File: src/rtl/alu_ctrl_stage_if.sv
// Bus between the controller/hazard unit (master) and alu_ctrl_stage (slave):
// D-stage instruction and stall/flush controls in, E-stage ALU code and HI/LO sequencer status out.
interface alu_ctrl_stage_if #(
  parameter int CTRL_W = 8
);
  logic              stallD;
  logic              stallE;
  logic              flushE;
  logic [31:0]       instrD;
  logic              invalidD;
  logic [CTRL_W-1:0] alucontrolE;
  logic              riE;
  logic              md_start;
  logic              md_done;
  logic              md_busy;
  logic              md_stall_req;

  modport master (
    output stallD, stallE, flushE, instrD,
    input  invalidD, alucontrolE, riE, md_start, md_done, md_busy, md_stall_req
  );

  modport slave (
    input  stallD, stallE, flushE, instrD,
    output invalidD, alucontrolE, riE, md_start, md_done, md_busy, md_stall_req
  );
endinterface

File: src/rtl/alu_ctrl_stage.sv
// D-stage ALU decode registered into E (1 cycle, stall/flush) plus a HI/LO occupancy sequencer.
// Optional macro ALUCTRL_RI_EXC_EN registers the reserved-instruction flag into riE.
module alu_ctrl_stage #(
  parameter int CTRL_W      = 8,
  parameter int MULT_CYCLES = 2,
  parameter int DIV_CYCLES  = 32
) (
  input  logic             clk,
  input  logic             rst,
  alu_ctrl_stage_if.slave  bus
);

  localparam logic [7:0] EXE_AND_OP   = 8'b0010_0100;
  localparam logic [7:0] EXE_OR_OP    = 8'b0010_0101;
  localparam logic [7:0] EXE_XOR_OP   = 8'b0010_0110;
  localparam logic [7:0] EXE_NOR_OP   = 8'b0010_0111;
  localparam logic [7:0] EXE_ANDI_OP  = 8'b0101_1001;
  localparam logic [7:0] EXE_ORI_OP   = 8'b0101_1010;
  localparam logic [7:0] EXE_XORI_OP  = 8'b0101_1011;
  localparam logic [7:0] EXE_LUI_OP   = 8'b0101_1100;
  localparam logic [7:0] EXE_SLL_OP   = 8'b0111_1100;
  localparam logic [7:0] EXE_SLLV_OP  = 8'b0000_0100;
  localparam logic [7:0] EXE_SRL_OP   = 8'b0000_0010;
  localparam logic [7:0] EXE_SRLV_OP  = 8'b0000_0110;
  localparam logic [7:0] EXE_SRA_OP   = 8'b0000_0011;
  localparam logic [7:0] EXE_SRAV_OP  = 8'b0000_0111;
  localparam logic [7:0] EXE_MFHI_OP  = 8'b0001_0000;
  localparam logic [7:0] EXE_MTHI_OP  = 8'b0001_0001;
  localparam logic [7:0] EXE_MFLO_OP  = 8'b0001_0010;
  localparam logic [7:0] EXE_MTLO_OP  = 8'b0001_0011;
  localparam logic [7:0] EXE_SLT_OP   = 8'b0010_1010;
  localparam logic [7:0] EXE_SLTU_OP  = 8'b0010_1011;
  localparam logic [7:0] EXE_SLTI_OP  = 8'b0101_0111;
  localparam logic [7:0] EXE_SLTIU_OP = 8'b0101_1000;
  localparam logic [7:0] EXE_ADD_OP   = 8'b0010_0000;
  localparam logic [7:0] EXE_ADDU_OP  = 8'b0010_0001;
  localparam logic [7:0] EXE_SUB_OP   = 8'b0010_0010;
  localparam logic [7:0] EXE_SUBU_OP  = 8'b0010_0011;
  localparam logic [7:0] EXE_ADDI_OP  = 8'b0101_0101;
  localparam logic [7:0] EXE_ADDIU_OP = 8'b0101_0110;
  localparam logic [7:0] EXE_MULT_OP  = 8'b0001_1000;
  localparam logic [7:0] EXE_MULTU_OP = 8'b0001_1001;
  localparam logic [7:0] EXE_DIV_OP   = 8'b0001_1010;
  localparam logic [7:0] EXE_DIVU_OP  = 8'b0001_1011;
  localparam logic [7:0] EXE_JALR_OP  = 8'b0000_1001;
  localparam logic [7:0] EXE_JAL_OP   = 8'b0101_0000;

  localparam int MD_MAX = (MULT_CYCLES > DIV_CYCLES) ? MULT_CYCLES : DIV_CYCLES;
  localparam int CNT_W  = (MD_MAX > 1) ? $clog2(MD_MAX) : 1;
  localparam logic [CNT_W-1:0] MULT_LOAD = CNT_W'(MULT_CYCLES - 1);
  localparam logic [CNT_W-1:0] DIV_LOAD  = CNT_W'(DIV_CYCLES - 1);

  typedef enum logic {IDLE, BUSY} md_state_e;

  logic [5:0] op;
  logic [5:0] funct;
  logic [7:0] dec_code;
  logic       dec_inv;
  logic       hilo_user_d;

  assign op    = bus.instrD[31:26];
  assign funct = bus.instrD[5:0];

  always_comb begin
    dec_code = 8'h00;
    dec_inv  = 1'b0;
    case (op)
      6'h00: begin
        case (funct)
          6'h24: dec_code = EXE_AND_OP;
          6'h25: dec_code = EXE_OR_OP;
          6'h26: dec_code = EXE_XOR_OP;
          6'h27: dec_code = EXE_NOR_OP;
          6'h20: dec_code = EXE_ADD_OP;
          6'h22: dec_code = EXE_SUB_OP;
          6'h21: dec_code = EXE_ADDU_OP;
          6'h23: dec_code = EXE_SUBU_OP;
          6'h2A: dec_code = EXE_SLT_OP;
          6'h2B: dec_code = EXE_SLTU_OP;
          6'h18: dec_code = EXE_MULT_OP;
          6'h19: dec_code = EXE_MULTU_OP;
          6'h1A: dec_code = EXE_DIV_OP;
          6'h1B: dec_code = EXE_DIVU_OP;
          6'h11: dec_code = EXE_MTHI_OP;
          6'h13: dec_code = EXE_MTLO_OP;
          6'h10: dec_code = EXE_MFHI_OP;
          6'h12: dec_code = EXE_MFLO_OP;
          6'h00: dec_code = EXE_SLL_OP;
          6'h02: dec_code = EXE_SRL_OP;
          6'h03: dec_code = EXE_SRA_OP;
          6'h04: dec_code = EXE_SLLV_OP;
          6'h06: dec_code = EXE_SRLV_OP;
          6'h07: dec_code = EXE_SRAV_OP;
          6'h09: dec_code = EXE_JALR_OP;
          default: dec_inv = 1'b1;
        endcase
      end
      6'h0C: dec_code = EXE_ANDI_OP;
      6'h0D: dec_code = EXE_ORI_OP;
      6'h0E: dec_code = EXE_XORI_OP;
      6'h0F: dec_code = EXE_LUI_OP;
      6'h08: dec_code = EXE_ADDI_OP;
      6'h09: dec_code = EXE_ADDIU_OP;
      6'h0A: dec_code = EXE_SLTI_OP;
      6'h0B: dec_code = EXE_SLTIU_OP;
      6'h23, 6'h2B: dec_code = EXE_ADD_OP;
      6'h02, 6'h04: dec_code = EXE_ADDU_OP;
      6'h03: dec_code = EXE_JAL_OP;
      default: dec_inv = 1'b1;
    endcase
  end

  always_comb begin
    hilo_user_d = 1'b0;
    if (op == 6'h00) begin
      case (funct)
        6'h18, 6'h19, 6'h1A, 6'h1B, 6'h10, 6'h11, 6'h12, 6'h13: hilo_user_d = 1'b1;
        default: hilo_user_d = 1'b0;
      endcase
    end
  end

  // The decode is deliberately blind to stallD and to the rs/rt/rd/shamt fields.
  logic unused_ok;
  assign unused_ok = ^{bus.stallD, bus.instrD[25:6]};

  // E register: rst > flushE > stallE > load.
  logic [CTRL_W-1:0] alu_q, alu_d;
  logic              e_update;

  assign e_update = bus.flushE | ~bus.stallE;

  always_comb begin
    alu_d = alu_q;
    if (bus.flushE)       alu_d = '0;
    else if (!bus.stallE) alu_d = CTRL_W'(dec_code);
  end

  always_ff @(posedge clk) begin
    if (rst) alu_q <= '0;
    else     alu_q <= alu_d;
  end

  assign bus.alucontrolE = alu_q;
  assign bus.invalidD    = dec_inv;

`ifdef ALUCTRL_RI_EXC_EN
  logic ri_q, ri_d;

  always_comb begin
    ri_d = ri_q;
    if (bus.flushE)       ri_d = 1'b0;
    else if (!bus.stallE) ri_d = dec_inv;
  end

  always_ff @(posedge clk) begin
    if (rst) ri_q <= 1'b0;
    else     ri_q <= ri_d;
  end

  assign bus.riE = ri_q;
`else
  assign bus.riE = 1'b0;
`endif

  // HI/LO occupancy sequencer.
  md_state_e        state_q, state_d;
  logic [CNT_W-1:0] count_q, count_d;
  logic             started_q, started_d;
  logic             is_mult_e, is_div_e;
  logic             md_start, md_done, md_busy;

  assign is_mult_e = (alu_q == CTRL_W'(EXE_MULT_OP)) || (alu_q == CTRL_W'(EXE_MULTU_OP));
  assign is_div_e  = (alu_q == CTRL_W'(EXE_DIV_OP))  || (alu_q == CTRL_W'(EXE_DIVU_OP));

  assign md_start = (state_q == IDLE) & (is_mult_e | is_div_e) & ~started_q;
  assign md_busy  = (state_q == BUSY);
  assign md_done  = md_busy & (count_q == '0);

  always_comb begin
    state_d   = state_q;
    count_d   = count_q;
    started_d = started_q;
    if (md_start) begin
      state_d   = BUSY;
      count_d   = is_div_e ? DIV_LOAD : MULT_LOAD;
      started_d = 1'b1;
    end else if (md_busy) begin
      if (count_q == '0) state_d = IDLE;
      else               count_d = count_q - CNT_W'(1);
    end
    // A new occupant of E (or a bubble) re-arms the launch.
    if (e_update) started_d = 1'b0;
  end

  always_ff @(posedge clk) begin
    if (rst) begin
      state_q   <= IDLE;
      count_q   <= '0;
      started_q <= 1'b0;
    end else begin
      state_q   <= state_d;
      count_q   <= count_d;
      started_q <= started_d;
    end
  end

  assign bus.md_start     = md_start;
  assign bus.md_done      = md_done;
  assign bus.md_busy      = md_busy;
  assign bus.md_stall_req = hilo_user_d & (md_start | (md_busy & ~md_done));

endmodule

File: src/flat_wrapper.sv
// flat-port wrapper written by rule: the top's interface ports become plain ports
module alu_ctrl_stage_flat 
#(
  parameter int CTRL_W      = 8,
  parameter int MULT_CYCLES = 2,
  parameter int DIV_CYCLES  = 32
)
  (clk, rst, bus_stallD, bus_stallE, bus_flushE, bus_instrD, bus_invalidD, bus_alucontrolE, bus_riE, bus_md_start, bus_md_done, bus_md_busy, bus_md_stall_req);
  alu_ctrl_stage_if #(.CTRL_W(CTRL_W)) bus_i ();
  input  logic clk;
  input  logic rst;
  input wire logic [$bits(bus_i.stallD)-1:0] bus_stallD;
  input wire logic [$bits(bus_i.stallE)-1:0] bus_stallE;
  input wire logic [$bits(bus_i.flushE)-1:0] bus_flushE;
  input wire logic [$bits(bus_i.instrD)-1:0] bus_instrD;
  output wire logic [$bits(bus_i.invalidD)-1:0] bus_invalidD;
  output wire logic [$bits(bus_i.alucontrolE)-1:0] bus_alucontrolE;
  output wire logic [$bits(bus_i.riE)-1:0] bus_riE;
  output wire logic [$bits(bus_i.md_start)-1:0] bus_md_start;
  output wire logic [$bits(bus_i.md_done)-1:0] bus_md_done;
  output wire logic [$bits(bus_i.md_busy)-1:0] bus_md_busy;
  output wire logic [$bits(bus_i.md_stall_req)-1:0] bus_md_stall_req;
  assign bus_i.stallD = bus_stallD;
  assign bus_i.stallE = bus_stallE;
  assign bus_i.flushE = bus_flushE;
  assign bus_i.instrD = bus_instrD;
  assign bus_invalidD = bus_i.invalidD;
  assign bus_alucontrolE = bus_i.alucontrolE;
  assign bus_riE = bus_i.riE;
  assign bus_md_start = bus_i.md_start;
  assign bus_md_done = bus_i.md_done;
  assign bus_md_busy = bus_i.md_busy;
  assign bus_md_stall_req = bus_i.md_stall_req;
  alu_ctrl_stage #(.CTRL_W(CTRL_W), .MULT_CYCLES(MULT_CYCLES), .DIV_CYCLES(DIV_CYCLES)) u_core (.clk(clk), .rst(rst), .bus(bus_i));
endmodule
File: config.mk
export PLATFORM = sky130hd
export DESIGN_NAME = alu_ctrl_stage_flat
export DESIGN_NICKNAME = d
export VERILOG_FILES = /design/src/rtl/alu_ctrl_stage_if.sv /design/src/rtl/alu_ctrl_stage.sv /design/src/flat_wrapper.sv
export SDC_FILE = /design/constraint.sdc
export NUM_CORES = 1
export LEC_CHECK = 0
export BUFFER_PORTS_ARGS = -buffer_cell sky130_fd_sc_hd__buf_2
export CAP_MARGIN = 0
export CORE_UTILIZATION = 50
export CTS_CLUSTER_DIAMETER = 150
export CTS_CLUSTER_SIZE = 16
export DETAILED_ROUTE_END_ITERATION = 16
export PLACE_DENSITY = 0.82
export SLEW_MARGIN = 30
export SYNTH_ARGS = -nofsm -noshare
export SYNTH_HDL_FRONTEND = slang
export SYNTH_SLANG_ARGS = --single-unit
File: constraint.sdc
create_clock -name clk -period 2.6 [get_ports clk]
set_clock_uncertainty 0.2 [all_clocks]
set_input_delay 0.13 -clock clk [delete_from_list [all_inputs] [get_ports clk]]
set_output_delay 0.13 -clock clk [all_outputs]
set_load 0.01 [all_outputs]
# == Word-level counts from Yosys, hierarchy flattened ==
# Memory sizes are Yosys's and may differ from the RTL's.
# Index checks and enable logic that the tools add are counted.
# W data, S select, Z words.
# word_totals
register_bits,15
latchBits,0
ram_bits,0
rom_bits,32
in_bits,37
out_inout_bits,14
word_cells,86
memories,1
# mem_list
name,depth,width,read_ports,rd_ports_with_merged_regs,write_ports,line,source
(name not given),32,1,1,0,0,alu_ctrl_stage.sv:116,case (funct)
# op_classes
add_sub_neg,1
mul,0
div_mod_pow,0
magnitude_cmp,0
n_eq_ne,42
n_shift,0
mux,13
bitwise,12
reduce_logical,13
# ops
cell,count
$pmux W7 S25,1
$pmux W8 S12,1
$eq A6 B6 Y1 const B,12
$eq A6 B4 Y1 const B,9
$eq A6 B5 Y1 const B,8
$eq A8 B5 Y1 const B,4
$reduce_or A25 Y1,1
$eq A6 B2 Y1 const B,4
$eq A6 B3 Y1 const B,4
$mux W5,4
$reduce_or A13 Y1,1
$logic_not A6 Y1,2
$reduce_or A2 Y1,4
$mux W1,6
$and A1 B1 Y1,5
$logic_not A5 Y1,1
$sub A5 B1 Y5 const B,1
$not A1 Y1,4
$or A1 B1 Y1,3
$logic_or A1 B1 Y1,2
$ne A2 B1 Y1 const B,1
$pmux W1 S2,1
$reduce_and A2 Y1,1
$reduce_bool A2 Y1,1

# == Depth between registers and ports, before layout ==
# logic_depth
depth_word,7
ltp_mapped,6

# == Worst setup path after synthesis ==
# No wires, ideal clock.
# synth_timing
kind,register -> register
from,register u_core.count_q[0]
to,register u_core.count_q[1]
setup_time_ns,0.070
arrival_ns,1.487
t_required_ns,2.330
slack_ns,0.843
path_stages_with_launch,6
cell_sequence,dfxtp_1 > inv_1 > ha_1 > or4b_4 > a311o_1 > a21oi_1
# synth_via
elab_chain_cells,4
# synth_lines
element,line,source
from (decl),alu_ctrl_stage.sv:168,"logic [CNT_W-1:0] count_q, count_d;"
from (signal assigned),alu_ctrl_stage.sv:203,count_q <= count_d;
$sub A5 B1 Y5,alu_ctrl_stage.sv:190,else count_d = count_q - CNT_W'(1);
$mux W5,alu_ctrl_stage.sv:189,if (count_q == '0) state_d = IDLE;
$mux W5,alu_ctrl_stage.sv:188,end else if (md_busy) begin
$mux W5,alu_ctrl_stage.sv:184,if (md_start) begin
# Several ways; a longest one is shown, not always the timed one. The select of a mux whose other input is x is not followed.
# A chain may end at the register's enable or synchronous reset.

# == Worst setup path in the final report ==
# layout_timing
from,register u_core.count_q[0]
to,output port bus_md_stall_req
# layout_via
elab_chain_cells,6
# layout_lines
element,line,source
$logic_not A5 Y1,alu_ctrl_stage.sv:178,assign md_done = md_busy & (count_q == '0);
$and A1 B1 Y1,alu_ctrl_stage.sv:178,
$not A1 Y1,alu_ctrl_stage.sv:211,assign bus.md_stall_req = hilo_user_d & (md_start | (md_busy & ~md_done));
$and A1 B1 Y1,alu_ctrl_stage.sv:211,
$or A1 B1 Y1,alu_ctrl_stage.sv:211,
$and A1 B1 Y1,alu_ctrl_stage.sv:211,
to (decl),flat_wrapper.sv:22,output wire logic [$bits(bus_i.md_stall_req)-1:0] bus_md_stall_req;
# Every way passes these cells.

==> out/qor.csv <==
stage,metric,value,unit
outcome,outcome,"complete, no violations",
timing,Tmin final,2.14,ns
setup_path,Critical Path Sink Type,primary output,
layout,Final nets,206,
timing,setup_tns,0,ns
cts,H-tree level count,1,
run,maxcap violations,0,
cts,CTS root buf,clkbuf_4,
cts,Worst-path clk slew,0.09,ns
detailed_routing,First DRT Iteration DRCs,64,
logic_synthesis,"EDFF count, synth",0,
floorplan,Die Ht,49.8,um
setup_path,CP Class,reg2out,
cts,Max Root-Sink Buffers,2,
floorplan,io pins,51,
timing,fin crit share,0.823,
cts,TritonCTS clock tree,yes,
layout,Layout area overhead,13.0,%
power,leakage power total,0.000519,uW
floorplan,Die ar.,0.00248,sq mm
global_routing,global route overflow,0,
layout,"most common cell after layout, fill and taps aside",buf_2,
placed_design,area post-placement,0.00125,sq mm
detailed_routing,per-cell routed wire length,13.5,um
detailed_routing,vias per cell,6.12,
detailed_routing,drt total wl,2600,um
global_routing,largest net degree at the start of global routing,15,
timing,Final Hold Viols,0,
detailed_routing,Antenna Violating Nets Remaining,0,
layout,antenna fix cells,0,
setup_path,CP Launch Type,register,
logic_synthesis,Netlist Area Pre-Place,0.00114,sq mm
timing,worst slew pin tran,0.795,ns
logic_synthesis,cells after synthesis,145,
layout,final core utilization,0.627,
timing,relative slew slack,0.469,
global_routing,vias in the first global route,988,
setup_path,crit-path max FO,4,
logic_synthesis,Syn Area/Cell,7.89,sq um
detailed_routing,DR vias,1181,
detailed_routing,# DRC,0,
logic_synthesis,ys flop type,dfxtp_1,
logic_synthesis,YS warnings,0,
cts,clock tree sinks,14,
power,P per Cell Area,361,mW/mm^2
placed_design,GPL Wtd Cong,0.903,
power,worst vdd ir,0.000222,V
hold_path,Hold Path Class,in2reg,
logic_synthesis,"Distinct cells, synth",52,
layout,layout cells sized above 1,0.223,
placed_design,post-DP HPWL,1990,um
cts,CTS buffer count,3,
timing,Max Clock Freq,0.468,GHz
logic_synthesis,asr flop ratio synth,0,
timing,setup violators final,0,
setup_path,Worst Path Required,2.27,ns
floorplan,Initial Util,0.555,
detailed_routing,drt pass-1 iters,4,
floorplan,core area,0.00206,sq mm
logic_synthesis,#FFs+latches synth,14,
logic_synthesis,sequential area share after synthesis,0.245,
global_routing,first-pass GRT wire length,4240,um
placed_design,Buffers on Ports,27,
layout,post-route cell area,0.00129,sq mm
global_routing,initial antenna violation count,0,
floorplan,die width,49.8,um
cts,Clock Latency Late Sink,0.28,ns
global_routing,Global Route Usage Sum,0.217,
floorplan,floorplan row count,16,
layout,Fill cells,182,
layout,most frequent cells in the layout,"27 x buf_2, 14 x dfxtp_1, 13 x a21oi_1",
timing,Slew Limit Fails,0,
setup_path,crit path DAT,1.81,ns
timing,RSZ-0062 raised after global routing,false,
-- critical path, stage by stage (launching register included) --
cell     delay, ns
dfxtp_1       0.33
inv_1         0.12
ha_1          0.20
or4b_4        0.50
nand2_1       0.14
a21oi_1       0.08
buf_2         0.15
-- final timing paths --
| kind | end | slack (ns) | start | depth (start not counted) |
|---|---|---|---|---|
| worst min register to register | u_core.bus.alucontrolE[2] | 0.26 | u_core.bus.alucontrolE[2] | 2 |
| worst min-delay path | u_core.bus.alucontrolE[2] | 0.03 | bus_flushE | 4 |
| worst max-delay path | bus_md_stall_req | 0.46 | u_core.count_q[0] | 6 |
| worst max register to register | u_core.count_q[1] | 0.69 | u_core.count_q[0] | 5 |
-- cell type report --
type,count,area [sq um],area share
clock buffer,4,36.3,0.0281
inverter,7,26.3,0.0203
multi-input combinational,113,771,0.596
sequential,14,280,0.217
tap,27,33.8,0.0261
timing repair buffer,28,145,0.112
-- repair_timing --
item                                    in CTS  in global routing
resized for setup                            0                  0
endpoints found under the hold margin        3                  0
endpoints found under the setup margin       0                  0
hold buffers                                 1                  0
buffers inserted                             0                  0
-- registers in the layout (all words and copies together), names as in the netlist --
signal                  count
u_core.started_q            1
u_core.bus.md_busy          1
u_core.count_q              5
u_core.bus.alucontrolE      7
-- Yosys cell counts, types with 4 or more instances --
cell / instances / area share
dfxtp_1: 14 / 0.25
nor3_1: 6 / 0.026
clkbuf_1: 5 / 0.016
nor2b_1: 8 / 0.044
a21oi_1: 13 / 0.057
nand2_1: 12 / 0.039
inv_1: 7 / 0.023
a22o_1: 4 / 0.031
nor2_1: 6 / 0.020
o21ai_0: 8 / 0.035
-- kinds of logic (layout without fill, tap and decap cells) --
| kind of cell | after synthesis | count (layout) | synth area share |
|---|---|---|---|
| adders and majority gates | 2 | 2 | 0.0219 |
| xor gates and xnor gates | 3 | 3 | 0.0230 |
| and+or+nand+nor | 54 | 54 | 0.288 |
| muxes | 1 | 1 | 0.00875 |
| DFF | 14 | 14 | 0.245 |
| AOI/OAI and AO/OA | 51 | 51 | 0.326 |
| buffers and inverters | 19 | 39 | 0.0842 |
| other | 1 | 2 | 0.00328 |
-- metal layers --
layer | track usage | wire length (um) | vias up
met5 | 0 | 0 | -
met4 | 0.0810 | 24 | 0
met3 | 0.0216 | 99 | 4
met2 | 0.349 | 1210 | 35
met1 | 0.296 | 1260 | 553
li1 | - | - | 589
-- power by group --
group	total (uW)	leakage, uW	internal [uW]	switching [uW]
clock network	159	0.0000210	85.2	74.0
registers	215	0.000113	215	0.484
logic	91.6	0.000386	34.4	57.2
-- stage by stage --
| step | hold slack [ns] | setup slack (ns) | std cells | total power (uW) |
|---|---|---|---|---|
| 2_1_floorplan | -0.000934 | 0.843 | 146 | 284 |
| 3_3_place_gp | 0.164 | 0.763 | 188 | 306 |
| 3_5_place_dp | 0.173 | 0.720 | 188 | 309 |
| 4_1_cts | 0.0265 | 0.475 | 193 | 466 |
| 5_1_grt | 0.0480 | 0.386 | 193 | 488 |
| 6_report | 0.0294 | 0.461 | 193 | 466 |
(Power assumes the default switching activity.)
